## config.mk

```make
export PLATFORM = sky130hd
export DESIGN_NAME = mem_stage_flat
export DESIGN_NICKNAME = d
export VERILOG_FILES = /design/src/rtl/mem_stage_if.sv /design/src/rtl/mem_stage.sv /design/src/flat_wrapper.sv
export SDC_FILE = /design/constraint.sdc
export NUM_CORES = 1
export LEC_CHECK = 0
export CELL_PAD_IN_SITES_DETAIL_PLACEMENT = 0
export CELL_PAD_IN_SITES_GLOBAL_PLACEMENT = 2
export CORE_MARGIN = 8
export CORE_UTILIZATION = 24
export DETAILED_ROUTE_END_ITERATION = 12
export PLACE_DENSITY = 0.86
export REMOVE_ABC_BUFFERS = 1
export SLEW_MARGIN = 20
export SYNTH_ARGS = -nofsm -noshare
export SYNTH_HDL_FRONTEND = slang
export SYNTH_SLANG_ARGS = --single-unit
```

## constraint.sdc

```tcl
create_clock -name clk -period 3.3 [get_ports clk]
set_input_delay 0.33 -clock clk [delete_from_list [all_inputs] [get_ports clk]]
set_output_delay 0.33 -clock clk [all_outputs]
set_load 0.05 [all_outputs]
```

## src/rtl/mem_stage_if.sv

```systemverilog
// Data-bus bundle between the memory stage and the data memory: a req/ack
// handshake with word-aligned address, byte enables and replicated write data.
interface mem_stage_if;
    logic        mem_req;
    logic        mem_we;
    logic [31:0] mem_addr;
    logic [31:0] mem_wdata;
    logic [3:0]  mem_be;
    logic        mem_ack;
    logic [31:0] mem_rdata;

    modport master (
        output mem_req, mem_we, mem_addr, mem_wdata, mem_be,
        input  mem_ack, mem_rdata
    );

    modport slave (
        input  mem_req, mem_we, mem_addr, mem_wdata, mem_be,
        output mem_ack, mem_rdata
    );
endinterface

```

## src/rtl/mem_stage.sv

```systemverilog
// Memory stage behind the execute ALU: runs one req/ack bus transaction per
// aligned memory opcode (3..11), stalls upstream meanwhile, and registers
// non-memory results straight through to writeback.
module mem_stage (
    input  logic               clk,
    input  logic               rst,
    input  logic               in_valid,
    input  logic               in_bubble,
    input  logic [4:0]         in_op,
    input  logic               in_is_load,
    input  logic [31:0]        in_result,
    input  logic [31:0]        in_store_data,
    input  logic [4:0]         in_tgt,
    output logic               stall_out,
    mem_stage_if.master        bus,
    output logic               wb_valid,
    output logic [4:0]         wb_tgt,
    output logic [31:0]        wb_data,
    output logic               exc_misaligned
);
    typedef enum logic {IDLE, BUSY} state_t;
    typedef enum logic [1:0] {SZ_WORD, SZ_DOUBLE, SZ_BYTE} size_t;

    state_t      state_q, state_d;
    size_t       size_q, size_d, in_size;
    logic [1:0]  off_q, off_d;
    logic [4:0]  tgt_q, tgt_d;
    logic        mem_req_q, mem_req_d;
    logic        mem_we_q, mem_we_d;
    logic [31:0] mem_addr_q, mem_addr_d;
    logic [31:0] mem_wdata_q, mem_wdata_d;
    logic [3:0]  mem_be_q, mem_be_d;
    logic        wb_valid_q, wb_valid_d;
    logic [4:0]  wb_tgt_q, wb_tgt_d;
    logic [31:0] wb_data_q, wb_data_d;
    logic        exc_q, exc_d;
    logic        accept, is_mem, misaligned, start;

    function automatic logic [3:0] steer_be(input size_t sz, input logic [1:0] off);
        case (sz)
            SZ_DOUBLE: steer_be = 4'b0011 << off;
            SZ_BYTE:   steer_be = 4'b0001 << off;
            default:   steer_be = 4'b1111;
        endcase
    endfunction

    function automatic logic [31:0] steer_wdata(input size_t sz, input logic [31:0] d);
        case (sz)
            SZ_DOUBLE: steer_wdata = {2{d[15:0]}};
            SZ_BYTE:   steer_wdata = {4{d[7:0]}};
            default:   steer_wdata = d;
        endcase
    endfunction

    function automatic logic [31:0] extract_load(input size_t sz, input logic [1:0] off,
                                                 input logic [31:0] r);
        case (sz)
            SZ_DOUBLE: extract_load = {16'h0, off[1] ? r[31:16] : r[15:0]};
            SZ_BYTE:   extract_load = {24'h0, r[8*off +: 8]};
            default:   extract_load = r;
        endcase
    endfunction

    always_comb begin
        is_mem  = (in_op >= 5'd3) && (in_op <= 5'd11);
        in_size = SZ_WORD;
        case (in_op)
            5'd4, 5'd7, 5'd10: in_size = SZ_DOUBLE;
            5'd5, 5'd8, 5'd11: in_size = SZ_BYTE;
            default:           in_size = SZ_WORD;
        endcase
        case (in_size)
            SZ_WORD:   misaligned = (in_result[1:0] != 2'b00);
            SZ_DOUBLE: misaligned = in_result[0];
            default:   misaligned = 1'b0;
        endcase
        accept    = (state_q == IDLE) && in_valid && !in_bubble;
        start     = accept && is_mem && !misaligned;
        // Upstream is released on the ack cycle so the next instruction lines up with IDLE.
        stall_out = start || ((state_q == BUSY) && !bus.mem_ack);
    end

    always_comb begin
        state_d     = state_q;
        size_d      = size_q;
        off_d       = off_q;
        tgt_d       = tgt_q;
        mem_req_d   = mem_req_q;
        mem_we_d    = mem_we_q;
        mem_addr_d  = mem_addr_q;
        mem_wdata_d = mem_wdata_q;
        mem_be_d    = mem_be_q;
        wb_valid_d  = 1'b0;
        wb_tgt_d    = wb_tgt_q;
        wb_data_d   = wb_data_q;
        exc_d       = 1'b0;
        case (state_q)
            IDLE: begin
                if (accept && !is_mem) begin
                    wb_valid_d = 1'b1;
                    wb_tgt_d   = in_tgt;
                    wb_data_d  = in_result;
                end else if (accept && misaligned) begin
                    exc_d = 1'b1;
                end else if (start) begin
                    state_d     = BUSY;
                    size_d      = in_size;
                    off_d       = in_result[1:0];
                    tgt_d       = in_tgt;
                    mem_req_d   = 1'b1;
                    mem_we_d    = !in_is_load;
                    mem_addr_d  = {in_result[31:2], 2'b00};
                    mem_be_d    = steer_be(in_size, in_result[1:0]);
                    mem_wdata_d = steer_wdata(in_size, in_store_data);
                end
            end
            default: begin
                if (bus.mem_ack) begin
                    state_d   = IDLE;
                    mem_req_d = 1'b0;
                    if (!mem_we_q) begin
                        wb_valid_d = 1'b1;
                        wb_tgt_d   = tgt_q;
                        wb_data_d  = extract_load(size_q, off_q, bus.mem_rdata);
                    end
                end
            end
        endcase
    end

    always_ff @(posedge clk) begin
        if (rst) begin
            state_q     <= IDLE;
            size_q      <= SZ_WORD;
            off_q       <= 2'b00;
            tgt_q       <= 5'd0;
            mem_req_q   <= 1'b0;
            mem_we_q    <= 1'b0;
            mem_addr_q  <= 32'h0;
            mem_wdata_q <= 32'h0;
            mem_be_q    <= 4'h0;
            wb_valid_q  <= 1'b0;
            wb_tgt_q    <= 5'd0;
            wb_data_q   <= 32'h0;
            exc_q       <= 1'b0;
        end else begin
            state_q     <= state_d;
            size_q      <= size_d;
            off_q       <= off_d;
            tgt_q       <= tgt_d;
            mem_req_q   <= mem_req_d;
            mem_we_q    <= mem_we_d;
            mem_addr_q  <= mem_addr_d;
            mem_wdata_q <= mem_wdata_d;
            mem_be_q    <= mem_be_d;
            wb_valid_q  <= wb_valid_d;
            wb_tgt_q    <= wb_tgt_d;
            wb_data_q   <= wb_data_d;
            exc_q       <= exc_d;
        end
    end

    assign bus.mem_req     = mem_req_q;
    assign bus.mem_we      = mem_we_q;
    assign bus.mem_addr    = mem_addr_q;
    assign bus.mem_wdata   = mem_wdata_q;
    assign bus.mem_be      = mem_be_q;
    assign wb_valid        = wb_valid_q;
    assign wb_tgt          = wb_tgt_q;
    assign wb_data         = wb_data_q;
    assign exc_misaligned  = exc_q;
endmodule

```

## src/flat_wrapper.sv

```systemverilog
// flat-port wrapper written by rule: the top's interface ports become plain ports
module mem_stage_flat 
  (clk, rst, in_valid, in_bubble, in_op, in_is_load, in_result, in_store_data, in_tgt, stall_out, wb_valid, wb_tgt, wb_data, exc_misaligned, bus_mem_req, bus_mem_we, bus_mem_addr, bus_mem_wdata, bus_mem_be, bus_mem_ack, bus_mem_rdata);
  mem_stage_if bus_i ();
  input  logic clk;
  input  logic rst;
  input  logic in_valid;
  input  logic in_bubble;
  input  logic [4:0] in_op;
  input  logic in_is_load;
  input  logic [31:0] in_result;
  input  logic [31:0] in_store_data;
  input  logic [4:0] in_tgt;
  output logic stall_out;
  output logic wb_valid;
  output logic [4:0] wb_tgt;
  output logic [31:0] wb_data;
  output logic exc_misaligned;
  output wire logic [$bits(bus_i.mem_req)-1:0] bus_mem_req;
  output wire logic [$bits(bus_i.mem_we)-1:0] bus_mem_we;
  output wire logic [$bits(bus_i.mem_addr)-1:0] bus_mem_addr;
  output wire logic [$bits(bus_i.mem_wdata)-1:0] bus_mem_wdata;
  output wire logic [$bits(bus_i.mem_be)-1:0] bus_mem_be;
  input wire logic [$bits(bus_i.mem_ack)-1:0] bus_mem_ack;
  input wire logic [$bits(bus_i.mem_rdata)-1:0] bus_mem_rdata;
  assign bus_mem_req = bus_i.mem_req;
  assign bus_mem_we = bus_i.mem_we;
  assign bus_mem_addr = bus_i.mem_addr;
  assign bus_mem_wdata = bus_i.mem_wdata;
  assign bus_mem_be = bus_i.mem_be;
  assign bus_i.mem_ack = bus_mem_ack;
  assign bus_i.mem_rdata = bus_mem_rdata;
  mem_stage u_core (.clk(clk), .rst(rst), .in_valid(in_valid), .in_bubble(in_bubble), .in_op(in_op), .in_is_load(in_is_load), .in_result(in_result), .in_store_data(in_store_data), .in_tgt(in_tgt), .stall_out(stall_out), .bus(bus_i), .wb_valid(wb_valid), .wb_tgt(wb_tgt), .wb_data(wb_data), .exc_misaligned(exc_misaligned));
endmodule
```

==> impl_results.md <==
* CP Max Fanout at 10
* Hold depth at 2
* Core box area at 0.0234 mm²
* Die area at 0.0289 mm²
* M2 GR Usage at 0.272
* Reg2Reg Launch Point: u_core.state_q
* Final Worst Setup Slack at 0.287 ns
* Maximum clock path buffer count at 2
* Met3 Track Usage GR at 0.0725
* Remaining DRCs at 0
* Setup TNS Final at 0 ns
* WL final at 25000 µm
* Routed WL per cell at 20.9 µm
* Area Growth Syn to Fin at 55.6%
* Global-route wire length before repair at 37900 µm
* Starting DRT DRC Count at 514
* Initial antenna violation count at 0
* Post-Synthesis Cells at 678
* CTS H-tree lvls at 4
* Clock transition at path regs at 0.06 ns
* Root buf cell: clkbuf_16
* Rel. slew slack at 0.319
* Postcts setup bufs at 0
* Yosys reg bits at 117
* Hold path start: rst
* Final setup viols at 0
* Synth Cell Area at 0.00569 mm²
* First-pass DRT Iterations at 5
* Share of cells above drive strength 1 at 0.0922
* Overall overflow remaining after global route at 0
* Hold slack at 0.274 ns
* Worst-Skew Late Latency at 0.42 ns
* Leading cell type in the layout, fill and taps excluded: clkdlybuf4s50_1
* Fillers at 2461
* R2R setup slack at 1.18 ns
* CTS tree: done
* Largest vdd supply drop at 0.000277 V
* Critical path class: in -> out
* Maxcap violations at 0
* Number of clock sinks at 117
* Ant diodes at 0
* Fmax at 332 MHz
* Tmin final at 3.01 ns
* Hold Crit Class: in -> reg
* Mean post-synth cell area at 8.39 µm²
* Die Wd at 170 µm
* Distinct cells, synth at 43
* Total track usage at 0.170
* Commonest cells after routing, fill and taps aside: clkdlybuf4s50_1 (217), dfxtp_1 (117), o21ai_0 (101)
* RD Place Congestion at 0.765
* Post-route clock period utilization at 0.913
* Final Hold Viols at 0
* EDFF count, synth at 0
* Pin count of the biggest net entering global routing at 75
* Setup Skew at 0.0100 ns
* Cts repair resizes at 0
* Unrepaired setup endpoints after global routing: false
* Setup WS pre-CTS at 0.209 ns
* Status: finished, final reports clean
* Grt peak-use layer: met2
* M1 GR Usage at 0.206
* R2R cell count at 6
* Via count at 6200
* Worst-margin pin slew at 1.02 ns
* Vias/cell at 5.18
* Setup crit end kind: primary output
* Post-synthesis sequential area ratio at 0.412
* Post-CTS Hold Fix Bufs at 0
* Fin util at 0.378
* Die Y at 170 µm
* Std cell rows at 56
* Detailed Place HPWL at 17300 µm
* Pwr/cell area at 489 mW/mm²
* CTS Buf Count at 17
* Worst EP required at 2.97 ns
* CP Launch Type: input pin
* Vias in the first global route at 6319
* I/O Buffers at 219
* Initial Util at 0.243
* I/O Pins at 222
* Number of synthesis warnings at 0
* Reg2reg end: u_core.wb_data[7]
* Lkg Pwr at 3.03 nW
* Critical Path AT at 2.68 ns
* Nets at 983
* Power Total at 0.00433 W
* Main synth FF type: dfxtp_1
* Max Transition Viols Final at 0
* Remaining antenna violation count after routing at 0
* Async S/R FF share, synth at 0
* Hold Path Sink: u_core.bus.mem_wdata[1]
==> worst max-delay path by stage <==
stage	start	slack (ns)	to	cells past startpoint
6_report	in_op[3]	0.29	stall_out	10
5_1_grt	in_op[3]	0.10	stall_out	10
4_1_cts	in_op[3]	0.28	stall_out	10
3_5_place_dp	in_op[3]	0.21	u_core.bus.mem_be[0]	10
3_3_place_gp	in_op[3]	0.26	u_core.bus.mem_addr[4]	11
2_1_floorplan	in_op[1]	-1.75	stall_out	7
==> critical path, cell delays in order <==
cell             delay [ns]
clkdlybuf4s50_1        0.67
nor4b_1                0.28
nor3_1                 0.10
or2_2                  0.31
ha_1                   0.26
a21o_1                 0.24
o21ai_4                0.09
nand2_1                0.11
nand2_1                0.13
buf_12                 0.15
==> cell type report <==
cell class / count / area (µm²) / share of cell area
multi-input cells: 476 / 3000 / 0.338
clock inverters: 12 / 176 / 0.0199
clock buffers: 20 / 467 / 0.0527
well taps: 319 / 399 / 0.0451
flip-flops and latches: 117 / 2340 / 0.265
inverters: 8 / 30.0 / 0.00339
repair buffers: 246 / 2440 / 0.276
==> report_power, final <==
group	total, W	leakage, nW	internal (W)	switching (W)
combinational	0.000794	1.78	0.000312	0.000482
sequential	0.00149	0.950	0.00146	0.0000279
clock	0.00204	0.300	0.00132	0.000719
==> state kept, by name, summed over array words and instances, names as in the netlist <==
signal / cells
u_core.bus.mem_wdata: 32
u_core.wb_data: 32
u_core.bus.mem_addr: 30
u_core.tgt_q: 5
u_core.wb_tgt: 5
u_core.bus.mem_be: 4
u_core.off_q: 2
u_core.size_q: 2
u_core.bus.mem_req: 1
u_core.bus.mem_we: 1
u_core.exc_misaligned: 1
u_core.state_q: 1
u_core.wb_valid: 1
==> logic make-up (layout without fill, tap and decap cells) <==
kind of cell             Yosys count  in the layout  synth area share
AO/OA/AOI/OAI                    323            323             0.355
adder cells (fa/ha/maj)            5              5            0.0110
buffers and inverters             86            286            0.0678
flip-flops                       117            117             0.412
multiplexers                      13             13            0.0229
other                              1              2          0.000659
AND/OR/NAND/NOR                  133            133             0.131
==> synth_stat cells, types with 13 or more instances <==
master,instances,area (µm²)
o21ai_0,101,505
a22oi_1,24,180
mux2i_1,13,130
clkbuf_1,47,176
nor2_1,21,78.8
a211oi_1,34,255
a221oi_1,16,140
nand3_1,47,235
dfxtp_1,117,2340
buf_2,20,100
nor3_1,24,120
o211ai_1,16,120
a21oi_1,97,485
==> per-layer routing <==
metal / part of all wire / routed length (µm)
met5: 0 / 0
met3: 0.11 / 2740
met2: 0.45 / 11200
met4: 0.013 / 329
met1: 0.43 / 10800
==> metrics by stage <==
stage,instance area (µm²),std cells
detailed placement,8210,1166
floorplan,5340,601
finish,8850,1198
global route,8850,1198
global placement,8210,1166
CTS,8850,1198
Power figures use the tool's default switching activity.
==> patch 1, RTL diff (same settings) <==
The 3 values of `size_t` get a one-hot encoding in 3 bits.
--- a/src/rtl/mem_stage.sv
+++ b/src/rtl/mem_stage.sv
@@ -20,5 +20,5 @@
 );
     typedef enum logic {IDLE, BUSY} state_t;
-    typedef enum logic [1:0] {SZ_WORD, SZ_DOUBLE, SZ_BYTE} size_t;
+    typedef enum logic [2:0] {SZ_WORD = 3'b001, SZ_DOUBLE = 3'b010, SZ_BYTE = 3'b100} size_t;
 
     state_t      state_q, state_d;
Function: no difference found for any inputs over 4 cycles, from zero or initial values and one cycle with rst high; so few cycles prove little.
==> patch 1 against the original RTL <==
Setup slack better by 0.042 ns; via count shrank 2.8%; routed wire length shrank 5.5%; synthesized cell count is 1.0% higher; cell area rose by 3.5%; area after synthesis rose by 7.3%; sequential cell count increased by 1; clock power shrank 7%; register-to-register slack got worse by 0.02 ns; power down 3.9%; critical path type unchanged; largest power group unchanged.
==> patch 1: results (changes against the original RTL) <==
Run status
  • Status: completed

Placed design
  • Routability cong.: 0.740 (-3.2%)
  • Placement Setup Slack: 0.223 ns (+0.0136 ns)
  • Port Buffer Count: 219 (unchanged)
  • Area of placed instances: 8570 um^2 (+4.4%)
  • HPWL after DPL: 16.9 mm (-2.4%)

Yosys
  • Seq/Total Area, Yosys: 38.7% (-2.5 points)
  • Synth top cells by count: nand2_1 (127), dfxtp_1 (118), mux2i_1 (80)
  • Post-synth ARST share: 0% (unchanged)
  • Netlist cell types: 55 (+28%)
  • Flops & latches, synth: 118 (+0.85%)
  • Mux contribution to synthesized area: 14.6% (+12 points)
  • Post-synthesis compound-gate area fraction: 20.9% (-15 points)
  • XOR/XNOR Fraction of Synth Area: 0.287% (+0.29 points)
  • Synth Area in Adders: 0.820% (-0.28 points)
  • Leading post-synthesis cells by cell area: dfxtp_1 (39%), mux2i_1 (13%), nand2_1 (7.8%)
  • Yosys warns: 0 (unchanged)

Routing
  • WL/cell: 19.4 um (-7.4%)
  • First-pass iteration count of the detailed router: 9 (+4)
  • Initial DRC Count: 575 (+12%)
  • Avg Vias per Cell: 4.93 (-4.8%)

Finish
  • Fin nets: 996 (+1.3%)
  • Multi-In Gates: 485 (+1.9%)
  • Register area: 2360 um^2 (+0.85%)
  • Clk cell area share: 6.44% (-0.82 points)
  • Clock buffer count: 18 (-10%)
  • NonClk Buf Share: 26.5% (-1.1 points)
  • Buffers excl. clock: 243 (-1.2%)
  • Layout fillers: 2657 (+8.0%)
  • Share of post-route cells with drive strength above 1: 9.07% (-0.14 points)
  • Inverter count: 15 (+7)
  • Multi-input gate area: 3310 um^2 (+11%)

Global route
  • Total track usage: 14.9% (-2.1 points)
  • Global-route wire length before repair: 35.9 mm (-5.3%)
  • Initial antenna violation count: 0 (unchanged)
  • Number of global-route vias before repair: 6026 (-4.6%)
  • Pin count of the biggest net entering global routing: 71 (-5.3%)

Clocking
  • Setup bufs post-CTS: 0 (unchanged)
  • Root Buffer: clkbuf_16
  • Clk_lat worst skew: 0.42 ns (about the same)
  • Cts repair resizes: 0 (unchanged)
  • Total CTS buffers: 17 (unchanged)

Floorplanning
  • Core area: 25100 um^2 (+7.3%)

Timing
  • Worst Tran Pin Value: 0.949 ns (-0.0703 ns)
  • Final Skew: 0.00956 ns (-0.000476 ns)
  • Peak Freq: 337 MHz (+1.4%)

Power
  • Sw Share: 29.6% (+1.2 points)
  • Max VDD drop: 216 uV (-22%)
  • P_clk: 0.00189 W (-7%)
  • Seq pwr: 0.00151 W
  • Pleak: 3.13 nW (+3.2%)

Worst setup path
  • Largest fanout on the critical path: 6 (-4)
  • Reg-to-reg slack, setup: 1.16 ns (-0.02 ns)

Worst hold path
  • Worst hold-check path type: primary input to flip-flop
## patch 1: changes by cell type after synthesis, sizes merged, moves of 21 or more
cell,delta
a211oi,-21
a21oi,-78
mux2i,+67
nand2,+122
nand3,-47
o21ai,-70
## patch 1: cell families (layout without fill, tap and decap cells)
family	Yosys count	in the layout
buffers and inverters	83	290
multiplexers	88	88
AND/OR/NAND/NOR	220	220
XOR/XNOR	2	2
AO/OA/AOI/OAI	169	169
flip-flops	118	118
other	1	2
adder cells (fa/ha/maj)	4	4
## patch 1: metrics by stage
stage	power (W)	hold WS, ns	cells	util (%)
after floorplan	0.00193	0.399	618	-
after global placement	0.00230	0.441	1191	34.1
after detailed placement	0.00230	0.447	1191	34.1
after CTS	0.00422	0.432	1223	36.5
after global routing	0.00433	0.452	1223	36.5
final	0.00416	0.444	1223	36.5
## patch 1: critical path, stage by stage
cell and delay, ns:
clkdlybuf4s50_1 0.60, or3b_2 0.47, o22ai_1 0.16, inv_1 0.11
ha_1 0.22, a21o_1 0.17, o21ai_1 0.17, o21ai_2 0.10
nand2_1 0.15, buf_12 0.15
## patch 1: final timing paths
kind / startpoint / end / cells past startpoint
setup reg to reg: u_core.state_q / u_core.wb_data[11] / 4
setup / recovery: in_op[3] / stall_out / 10
hold reg to reg: u_core.tgt_q[2] / u_core.tgt_q[2] / 2
hold / removal: rst / u_core.bus.mem_req / 3
## patch 1: routing by layer
metal / part of all wire, % / GRT usage (%) / wire length [um]
met1: 45 / 19.0 / 10600
met4: 1.0 / 3.99 / 247
met3: 9.6 / 5.71 / 2270
met2: 45 / 23.1 / 10500
met5: 0 / 0 / 0
==> patch 2, RTL diff (same flow settings) <==
Without the edit above. Make the reset (`rst`) asynchronous in one clocked block.
--- a/src/rtl/mem_stage.sv
+++ b/src/rtl/mem_stage.sv
@@ -129,5 +129,5 @@
     end
 
-    always_ff @(posedge clk) begin
+    always_ff @(posedge clk or posedge rst) begin
         if (rst) begin
             state_q     <= IDLE;
Function: differs if rst is asserted again (counterexample within 4 cycles, from zero or initial values and one cycle with rst high); with rst held inactive, the same outputs for 4 cycles.
==> patch 2 against the original RTL <==
Synthesized cell count decreased by 27%; area after synthesis rose by 2.9%; critical path type unchanged; cell area increased by 2.4%; routed wire length is 18% lower; die area grew 2.7%; fmax decreased by 4.7%; setup slack worse by 0.15 ns; hold slack improved by 0.13 ns; sequential cell count did not move; utilization shrank 0.21 points.
Power is not compared: it rests on default switching activity, and its combinational part moved more than twofold at a synthesized area within 25%.
==> patch 2: results (changes against the original RTL) <==
Placed design
  • Port Buffer Count: 219 (unchanged)
  • Area of placed instances: 8480 um^2 (+3.3%)
  • Placement Setup Slack: 0.139 ns (-0.0705 ns)
  • HPWL after DPL: 15.2 mm (-12%)
  • Routability cong.: 0.769 (+0.60%)
  • DP Cell Count: 1015 (-13%)

Global route
  • Global-route wire length before repair: 30.7 mm (-19%)
  • GRT met2 Usage: 22.4% (-4.8 points)
  • Total track usage: 13.7% (-3.4 points)
  • Met1 usage: 17.2% (-3.3 points)
  • Pin count of the biggest net entering global routing: 73 (-2.7%)
  • Number of global-route vias before repair: 5060 (-20%)
  • M3 GR Usage: 3.68% (-3.6 points)

Worst hold path
  • Worst hold-check path type: primary input to asynchronous set/reset pin

Routing
  • First-pass iteration count of the detailed router: 4 (-1)
  • WL final: 20.5 mm (-18%)
  • Initial DRC Count: 240 (-53%)
  • Via count: 4795 (-23%)
  • Avg Vias per Cell: 4.58 (-11%)

Timing
  • Peak Freq: 316 MHz (-4.7%)
  • Final Skew: 0.00835 ns (-0.00168 ns)
  • Max_slew headroom: 28.4% (-3.6 points)

Finish
  • Layout fillers: 2428 (-1.3%)
  • Fin nets: 827 (-16%)
  • Multi-input gate area: 2600 um^2 (-13%)

Yosys
  • Leading post-synthesis cells by cell area: dfrtp_1 (50%), mux2_2 (20%), a22o_1 (3.6%)
  • Avg Cell Area, Syn: 11.8 um^2 (+41%)
  • Synth top cells by count: dfrtp_1 (117), mux2_2 (103), a21oi_1 (35), inv_1 (35), a22o_1 (24)
  • Netlist cell types: 41 (-4.7%)
  • Post-synth ARST share: 100% (+100 points)
  • Seq/Total Area, Yosys: 50.0% (+8.8 points)

Worst setup path
  • Largest fanout on the critical path: 8 (-2)
  • CP Launch Point: in_op[1]
  • Worst stage delay on the critical path: 0.53 ns (-0.14 ns)
  • Arrival time worst endpoint: 2.83 ns (+0.15 ns)
  • FF-to-FF Start: u_core.size_q[0]

Run status
  • Status: completed
## patch 2: cells by family after synthesis
group           Yosys count  share of synthesized area [%]
buf+inv                  76                           5.92
other cells               1                         0.0641
mux                     118                           22.5
fa+ha+maj                 5                           1.07
flops                   117                           50.0
compound gates          123                           15.2
simple gates             55                           5.28
## patch 2: cell type report
cell class / instances / share of cell area (%)
well taps: 324 / 4.47
clock inverters: 10 / 1.16
flip-flops and latches: 117 / 32.3
multi-input cells: 303 / 28.7
clock buffers: 21 / 5.19
repair buffers: 235 / 26.6
inverters: 36 / 1.55
## patch 2: path summary, 6_finish.rpt
path,depth (start not counted),end,slack (ns)
worst max-delay path,11,stall_out,0.14
worst min-delay path,2,u_core.bus.mem_wdata[18],0.41
worst max register to register,6,u_core.wb_data[15],0.96
worst min register to register,1,u_core.bus.mem_wdata[26],0.48
max in group asynchronous,3,u_core.bus.mem_be[3],2.15
min in group clk,1,u_core.bus.mem_wdata[26],0.48
## patch 2: worst register-to-register path, delay by kind of cell (launching register included)
family                   cells  cell delay, ns
multiplexers                 1            0.17
buffers and inverters        1            0.05
AO/OA/AOI/OAI                2            0.30
adder cells (fa/ha/maj)      1            0.48
flip-flops                   1            0.37
AND/OR/NAND/NOR              1            0.90
## patch 2: power by group
group          total [W]  switching [W]  leakage, nW  internal [W]
logic            0.00309        0.00193         2.05       0.00116
registers        0.00208       0.000233         1.42       0.00184
clock network    0.00183       0.000671        0.284       0.00116
total            0.00699        0.00284         3.76       0.00416
## patch 2: metal layers
| layer | wire length [um] | part of all wire (%) |
|---|---|---|
| met1 | 8890 | 43 |
| met2 | 10000 | 49 |
| met3 | 1270 | 6.2 |
| met4 | 296 | 1.4 |
| met5 | 0 | 0 |
